<file path="config.mk">
export PLATFORM = sky130hd
export DESIGN_NAME = retry_inorder_start
export DESIGN_NICKNAME = d
export VERILOG_FILES = /design/src/rtl/retry_inorder_start.sv
export SDC_FILE = /design/constraint.sdc
export NUM_CORES = 1
export LEC_CHECK = 0
export ABC_AREA = 1
export CAP_MARGIN = 30
export CELL_PAD_IN_SITES_DETAIL_PLACEMENT = 1
export CELL_PAD_IN_SITES_GLOBAL_PLACEMENT = 2
export CORE_AREA = 2 2 39 41
export CTS_CLUSTER_SIZE = 8
export DETAILED_ROUTE_END_ITERATION = 7
export DIE_AREA = 0 0 41 43
export DONT_BUFFER_PORTS = 1
export GPL_ROUTABILITY_DRIVEN = 1
export PLACE_DENSITY_LB_ADDON = 0.12
export SYNTH_ARGS = -nofsm -noshare
export SYNTH_HDL_FRONTEND = slang
export SYNTH_SLANG_ARGS = --single-unit
</file>
<file path="constraint.sdc">
create_clock -name clk_i -period 1.2 [get_ports clk_i]
set_input_delay 0.36 -clock clk_i [delete_from_list [all_inputs] [get_ports clk_i]]
set_output_delay 0.36 -clock clk_i [all_outputs]
set_load 0.05 [all_outputs]
</file>
<file path="src/rtl/retry_inorder_start.sv">
// rtl/retry_inorder_start.sv - head of an in-order retry loop: ID tagging, replay buffer, lock stall
module retry_inorder_start #(
  parameter type         DataType = logic,
  parameter int unsigned IDSize   = 1
) (
  input  logic              clk_i,
  input  logic              rst_i,
  input  DataType           data_i,
  input  logic              valid_i,
  output logic              ready_o,
  output DataType           data_o,
  output logic [IDSize-1:0] id_o,
  output logic              valid_o,
  input  logic              ready_i,
  output logic [IDSize-1:0] retry_id_o,
  input  logic [IDSize-1:0] retry_id_i,
  input  logic              retry_valid_i,
  output logic              retry_ready_o,
  input  logic              retry_lock_i
);

  localparam int unsigned Depth = 2 ** IDSize;

  logic [IDSize-1:0] id_q;
  DataType           buf_q [Depth];
  logic              issue;

  // Replay beats new elements; lock only blocks the upstream path, never a replay.
  always_comb begin
    data_o        = data_i;
    valid_o       = 1'b0;
    ready_o       = 1'b0;
    retry_ready_o = 1'b0;
    if (!rst_i) begin
      if (retry_valid_i) begin
        data_o        = buf_q[retry_id_i];
        valid_o       = 1'b1;
        retry_ready_o = ready_i;
      end else if (!retry_lock_i) begin
        valid_o = valid_i;
        ready_o = ready_i;
      end
    end
  end

  assign issue      = valid_o & ready_i;
  assign id_o       = id_q;
  assign retry_id_o = id_q;

  // Every issue, replay or new, consumes a fresh ID and refreshes that ID's slot.
  always_ff @(posedge clk_i or posedge rst_i) begin
    if (rst_i) begin
      id_q <= '0;
      for (int i = 0; i < Depth; i++) begin
        buf_q[i] <= '0;
      end
    end else if (issue) begin
      buf_q[id_q] <= data_o;
      id_q        <= id_q + IDSize'(1);
    end
  end

endmodule

</file>
# [Word level (Yosys, flattened, before mapping)]
# Index checks and enable logic that the tools add are counted.
[word_totals] regBits=3 word_cells=27 input_bits=8 output_inout_bits=6
[classes] n_reduce_logical=1 n_lt_le_gt_ge=3 n_mux=16 addsub=1 bitwise_logic=3
[op_table] operator="1-bit two-way mux" n=14
[op_table] operator="2-bit >= comparator, second input constant" n=2
[op_table] operator="1-bit NOT with 2-bit output" n=2
[op_table] operator="2-bit bitwise mux" n=1
[op_table] operator="2-bit by 1-bit < comparator with 1-bit output, second input constant" n=1
[op_table] operator="1-bit adder, second input constant" n=1
[op_table] operator="1-bit bitwise AND" n=1
[op_table] operator="1-bit demux with 1-bit select" n=1
[op_table] operator="1-bit logical AND" n=1

# [Logic depth before layout (Yosys ltp)]
# Gate-level depths: netlist of run 1.
[depth] word_depth=7 depth_mapped=7 depth_no_buf=7

# [Least setup slack after synthesis of run 1]
# Ideal clock, no wire load.
[synth_timing] path_type="input to output" startpoint="input retry_valid_i" endpoint="output ready_o" cell_stages=1 path_buffers=0 t_arrival_ns=1.915 path_slack_ns=-1.075 required_ns=0.840 path_cell_list="nor4_1"
[synth_via] elab_chain_len=2
[synth_lines] element="from (decl)" line="17" source="input logic retry_valid_i,"
[synth_lines] element="1-bit two-way mux" line="35" source="if (retry_valid_i) begin"
[synth_lines] element="1-bit two-way mux" line="34" source="if (!rst_i) begin"
[synth_lines] element="to (decl)" line="10" source="output logic ready_o,"
# No other way between the ends.

# [Worst setup path after layout of run 1]
[layout_timing] startpoint="register buf_q[1] (netlist name)" endpoint="output data_o"
[layout_via] elab_chain_len=5
[layout_lines] element="from (decl)" line="25" source="DataType buf_q [Depth];"
[layout_lines] element="from (signal, indexed assignment)" line="58" source="buf_q[id_q] <= data_o;"
[layout_lines] element="1-bit two-way mux (implied by the code) (3 in series)" line="36" source="data_o = buf_q[retry_id_i];"
[layout_lines] element="1-bit two-way mux" line="35"
[layout_lines] element="1-bit two-way mux" line="34"
[layout_lines] element="to (decl)" line="11" source="output DataType data_o,"
# No other way between the ends. The select of a mux whose other input is x is not followed.

==> metrics, run 1 <==
outcome complete, but fails checks; violated checks setup timing; Setup CP Type reg2out; met2 Use GR 0.128; Total GRT Usage 0.0975; Clock Tree Buf Depth 2; setup ws final -0.208 ns; initial DRC count 4; CP Capture Point data_o; Synth Area in Adders 0; Avg Cell Area, Syn 6.45 um2; CTS Buf Count 3; Compound-Gate Fraction of Synth Area 0.0824; worst-margin pin slew 0.326 ns; area fraction of the dominant cell type after synthesis 0.353; post-synthesis mux area share 0; clk root buf clkbuf_4; RSZ-0062 raised after global routing true; Initial Util 0.154; number of global-route vias before repair 279; area of the core 0.00138 mm2; row count 14; GR Layer Usage met3 0.0209; switching power 0.247 mW; DRC violations left 0; global-route wire length before repair 1.16 mm; Worst Hold Class in2reg; htree depth 1; period utilization 1.17; Synth top cells by count nand2_1, inv_1, dfrtp_1, nor2_1, nand4_1; Post-synth ARST share 1.00; DP Area 352 um2; drt first pass iters 2; Tot Pwr 0.607 mW; worst-path fanout max 3; clock slew at reported path FFs 0.04 ns; Mapped Area 213 um2; Die Y-Extent 43 um; reg2reg start buf_q[1]; Post-Synth Simple-Gate Area 0.424; global route overflow 0; number of synthesis warnings 0; # fillers 166; pin count of the biggest net entering global routing 7; CTS sink count 3; # IOs 14; Comb pwr share 0.433; initial antenna violation count 0; worst reg2reg setup slack 0.12 ns; max-cap viol count 0; Yosys reg bits 3; NumNets Final 51; fin. max-slew vios 0; Fin Setup TNS -0.219 ns; critical path arrival 1.05 ns; Sequential Area 76.3 um2; routing usage on met1 0.135; startpoint types flip-flop; most common cell in the netlist nand2_1; CP Launch Point buf_q[1]; number of synthesized flops with an enable pin 0; Clock power frac 0.299; worst skew pair latency 0.24 ns; Routed WL 650 um; Post-Synth XOR/XNOR Area 0; pwr/cell area 1520 mW/mm2; Setup-failing EPs final 2; synth unique cells 13; post-route cell area 400 um2; crit end category output port; Buffers on Ports 0; Worst EP required 0.84 ns; leading area contributor after synthesis dfrtp_1; Leak 0.183 nW; Pint 0.361 mW; Area contributors post-synth dfrtp_1, nand2_1, inv_1, nand4_1, nor2_1; die width 41 um; Net Count, Synth 41; ANT nets after route 0; Mapped Cells 33; Multi-input gate area 153 um2; detailed-route via count 249; Hold Vio Cnt, Final 0; layout cells sized above 1 0.357; Worst Skew 0.00317 ns; Worst slew margin 0.780; f_max 710 MHz; Die Area 0.00176 mm2; Worst R2R Path Depth 4; DR vias/cell 4.29; GP Congestion 0.702; register area share after synthesis 0.353; post-route minimum period 1.41 ns; drt wl/cell 11.2 um; CTS tree built; ant diodes 0; largest family of logic cells by synthesized area simple AND/OR/NAND/NOR gates; Synth-to-Final Area Change 88.2%; peak supply drop 0.306 mV; Synth Flop Type dfrtp_1; r2r endpoint buf_q[1]; Sequential Power Share 0.268; sw frac 0.406; global routing's busiest layer met1
## state kept, by name (all words and copies together), names as in the netlist
name   count
buf_q      2
id_o       1
## worst min-delay path by stage
stage	startpoint	end	slack [ns]	cells past startpoint
global route	ready_i	id_o	0.34	3
global placement	rst_i	buf_q[0]	0.18	1
floorplan	rst_i	buf_q[0]	0.15	1
CTS	ready_i	id_o	0.32	2
finish	ready_i	id_o	0.33	3
detailed placement	rst_i	buf_q[0]	0.18	1
## per-stage QoR
step	std cells	setup slack (ns)	util	hold slack (ns)
detailed placement	52	-0.0157	0.254	0.176
finish	58	-0.208	0.289	0.326
global placement	52	-0.00112	0.254	0.178
global route	58	-0.292	0.289	0.338
floorplan	33	-0.169	-	0.146
CTS	58	-0.234	0.289	0.316
## layout make-up
cell class | count | area share
clock buffer | 4 | 0.0656
inverter | 6 | 0.0687
multi-input combinational | 23 | 0.381
sequential | 3 | 0.191
tap | 16 | 0.0500
timing repair buffer | 6 | 0.244
## worst max-delay path: stages (launching register included)
cell and delay, ns:
dfrtp_1 0.38, o211ai_1 0.25, nand2_4 0.18
## cells in the final DEF (no fill, tap or decap)
cell           count
clkbuf_4           3
nor3_4             1
nor2_1             3
inv_6              1
nand3_2            1
a21oi_4            1
dfrtp_2            1
nand4_1            2
dfrtp_1            2
o211ai_1           1
buf_12             4
nor4_4             1
inv_1              5
o21ai_0            1
clkbuf_1           1
nand2_4            1
buf_4              1
dlygate4sd3_1      1
nand2_1           11
## routing by layer
metal | wire (um) | share of wire
met1 | 274 | 0.42
met2 | 324 | 0.50
met5 | 0 | 0
met4 | 0 | 0
met3 | 51 | 0.078
## power groups by stage
stage               logic (mW)  registers, mW  clock network [mW]
floorplan                0.149          0.190                   0
global placement         0.237          0.171                   0
detailed placement       0.240          0.170                   0
CTS                      0.266          0.165               0.190
global route             0.283          0.170               0.197
finish                   0.263          0.163               0.182
## logic make-up after synthesis
| logic type | Yosys count |
|---|---|
| simple gates | 20 |
| flops | 3 |
| buf+inv | 7 |
| compound gates | 3 |
## what timing repair did
item | CTS | global route
pin swaps | 1 | 0
gates resized for setup | 1 | 0
endpoints found under the hold margin | 3 | 0
endpoints found under the setup margin | 4 | 2
hold buffers | 1 | 0
buffers inserted | 1 | 0
Power figures use the tool's default switching activity.
==> inputs of run 2 (changes only) <==
--- a/config.mk
+++ b/config.mk
@@ -16,6 +16,7 @@
 export DONT_BUFFER_PORTS = 1
 export GPL_ROUTABILITY_DRIVEN = 1
 export PLACE_DENSITY_LB_ADDON = 0.12
+export SETUP_SLACK_MARGIN = 0.02
 export SYNTH_ARGS = -nofsm -noshare
 export SYNTH_HDL_FRONTEND = slang
 export SYNTH_SLANG_ARGS = --single-unit
==> metrics, run 2 (synthesized netlist as in run 1, its figures left out) <==
commonest cells after routing, fill and taps aside nand2_1, inv_1, buf_12 (unchanged); pin count of the biggest net entering global routing 7 (unchanged); most common cell after layout, fill and taps aside nand2_1 (unchanged); pwr/cell area 1510 mW/mm2 (was 1520 mW/mm2); worst reg2reg setup slack 0.12 ns (about the same); worst-path fanout max 3 (unchanged); CTS tree built (unchanged); Worst Hold Class in2reg (unchanged); ANT nets after route 0 (unchanged); drt wl/cell 11.3 um (was 11.2 um); DR vias/cell 4.33 (was 4.29); worst skew pair latency 0.24 ns (about the same); hold path cells 3 (unchanged); drt first pass iters 2 (unchanged); # IOs 14 (unchanged); Setup CP Type reg2out (unchanged); Worst EP required 0.84 ns (about the same); Worst R2R Path Depth 4 (unchanged); Worst Skew 0.00317 ns (unchanged); Buffers on Ports 0 (unchanged); CTS sink count 3 (unchanged); critical path arrival 1.05 ns (about the same); RSZ-0062 raised after global routing true (unchanged); worst-margin pin slew 0.326 ns (unchanged); Setup-failing EPs final 2 (unchanged); global-route wire length before repair 1.16 mm (unchanged); Die Area 0.00176 mm2 (unchanged); initial DRC count 4 (unchanged); reg2reg start buf_q[1] (unchanged); Clock Tree Buf Depth 2 (unchanged); CTS Buf Count 3 (unchanged); hold endpoint id_o (unchanged); Routed WL 657 um (was 650 um); row count 14 (unchanged); global route overflow 0 (unchanged); layout cells sized above 1 0.381 (was 0.357); clk root buf clkbuf_4 (unchanged); Worst slew margin 0.780 (unchanged); area of the core 0.00138 mm2 (unchanged); die width 41 um (unchanged); max reg flops 2 (unchanged); clock slew at reported path FFs 0.04 ns (about the same); max-cap viol count 0 (unchanged); f_max 710 MHz (unchanged); peak supply drop 0.306 mV (about the same); Hold Vio Cnt, Final 0 (unchanged); post-route cell area 403 um2 (was 400 um2); post-route minimum period 1.41 ns (unchanged); initial antenna violation count 0 (unchanged); period utilization 1.17 (unchanged); DP Area 352 um2 (unchanged); Synth-to-Final Area Change 89.4% (was 88.2%); startpoint types flip-flop (unchanged); Initial Util 0.154 (unchanged); detailed-route via count 251 (was 249); Die Y-Extent 43 um (unchanged); violated checks setup timing (unchanged); Leak 0.184 nW (was 0.183 nW); final hold slack 0.326 ns (about the same); htree depth 1 (unchanged); NumNets Final 51 (unchanged); r2r endpoint buf_q[1] (unchanged); number of global-route vias before repair 279 (unchanged); crit end category output port (unchanged); hold path start ready_i (unchanged); Total GRT Usage 0.0975 (unchanged); GP Congestion 0.702 (unchanged); fin. max-slew vios 0 (unchanged); setup ws final -0.208 ns (unchanged); DRC violations left 0 (unchanged); outcome complete, but fails checks (unchanged); Largest Register buf_q (unchanged); ant diodes 0 (unchanged)
==> run 2: cell count changes in the layout (fill, tap and decap cells not counted) <==
cell     change
nand2_1      -1
nand2_2      +1
==> run 2: worst max-delay path, stage by stage, from the launching register on <==
cell and delay [ns]:
dfrtp_1 0.38, o211ai_1 0.25, nand2_4 0.18
==> run 2: area by class of cell <==
cell class / count / area [um2]
multi-input cells: 23 / 155
repair buffers: 6 / 97.6
fillers: 167 / 981
well taps: 16 / 20.0
clock buffers: 4 / 26.3
inverters: 6 / 27.5
flip-flops and latches: 3 / 76.3
==> run 2: power breakdown <==
part | leakage (nW) | internal, mW | switching [mW]
clock | 0.0150 | 0.125 | 0.0569
sequential | 0.0363 | 0.138 | 0.0252
combinational | 0.132 | 0.0984 | 0.165
==> run 2: worst max-delay path by stage <==
stage                       start  endpoint  slack (ns)  cells past startpoint
finish                   buf_q[1]    data_o       -0.21                      2
global route             buf_q[1]    data_o       -0.29                      2
CTS                      buf_q[1]    data_o       -0.23                      2
detailed placement  retry_valid_i   ready_o       -0.02                      2
global placement    retry_valid_i   ready_o      -0.001                      2
floorplan           retry_valid_i   ready_o       -0.17                      1
==> run 2: through the flow <==
step	setup WS (ns)	instances	util	power (mW)	setup TNS (ns)
after global placement	-0.00112	52	0.254	0.407	-0.00112
final	-0.208	58	0.291	0.608	-0.222
after floorplan	-0.169	33	-	0.339	-0.177
after global routing	-0.292	58	0.291	0.651	-0.312
after CTS	-0.234	58	0.289	0.621	-0.250
after detailed placement	-0.0157	52	0.254	0.411	-0.0291
==> run 2: metal layers <==
layer / GRT usage / vias to the layer above / share of wire
li1: - / 121 / -
met1: 0.135 / 119 / 0.42
met2: 0.128 / 11 / 0.51
met3: 0.0209 / 0 / 0.078
met4: 0.0667 / 0 / 0
met5: 0 / - / 0
==> run 2: repair_timing <==
action	in CTS	in global routing
pin swaps	1	1
setup endpoints to repair	4	5
setup buffers	1	0
hold endpoints to repair	3	0
gates resized for setup	1	1
hold buffers	1	0
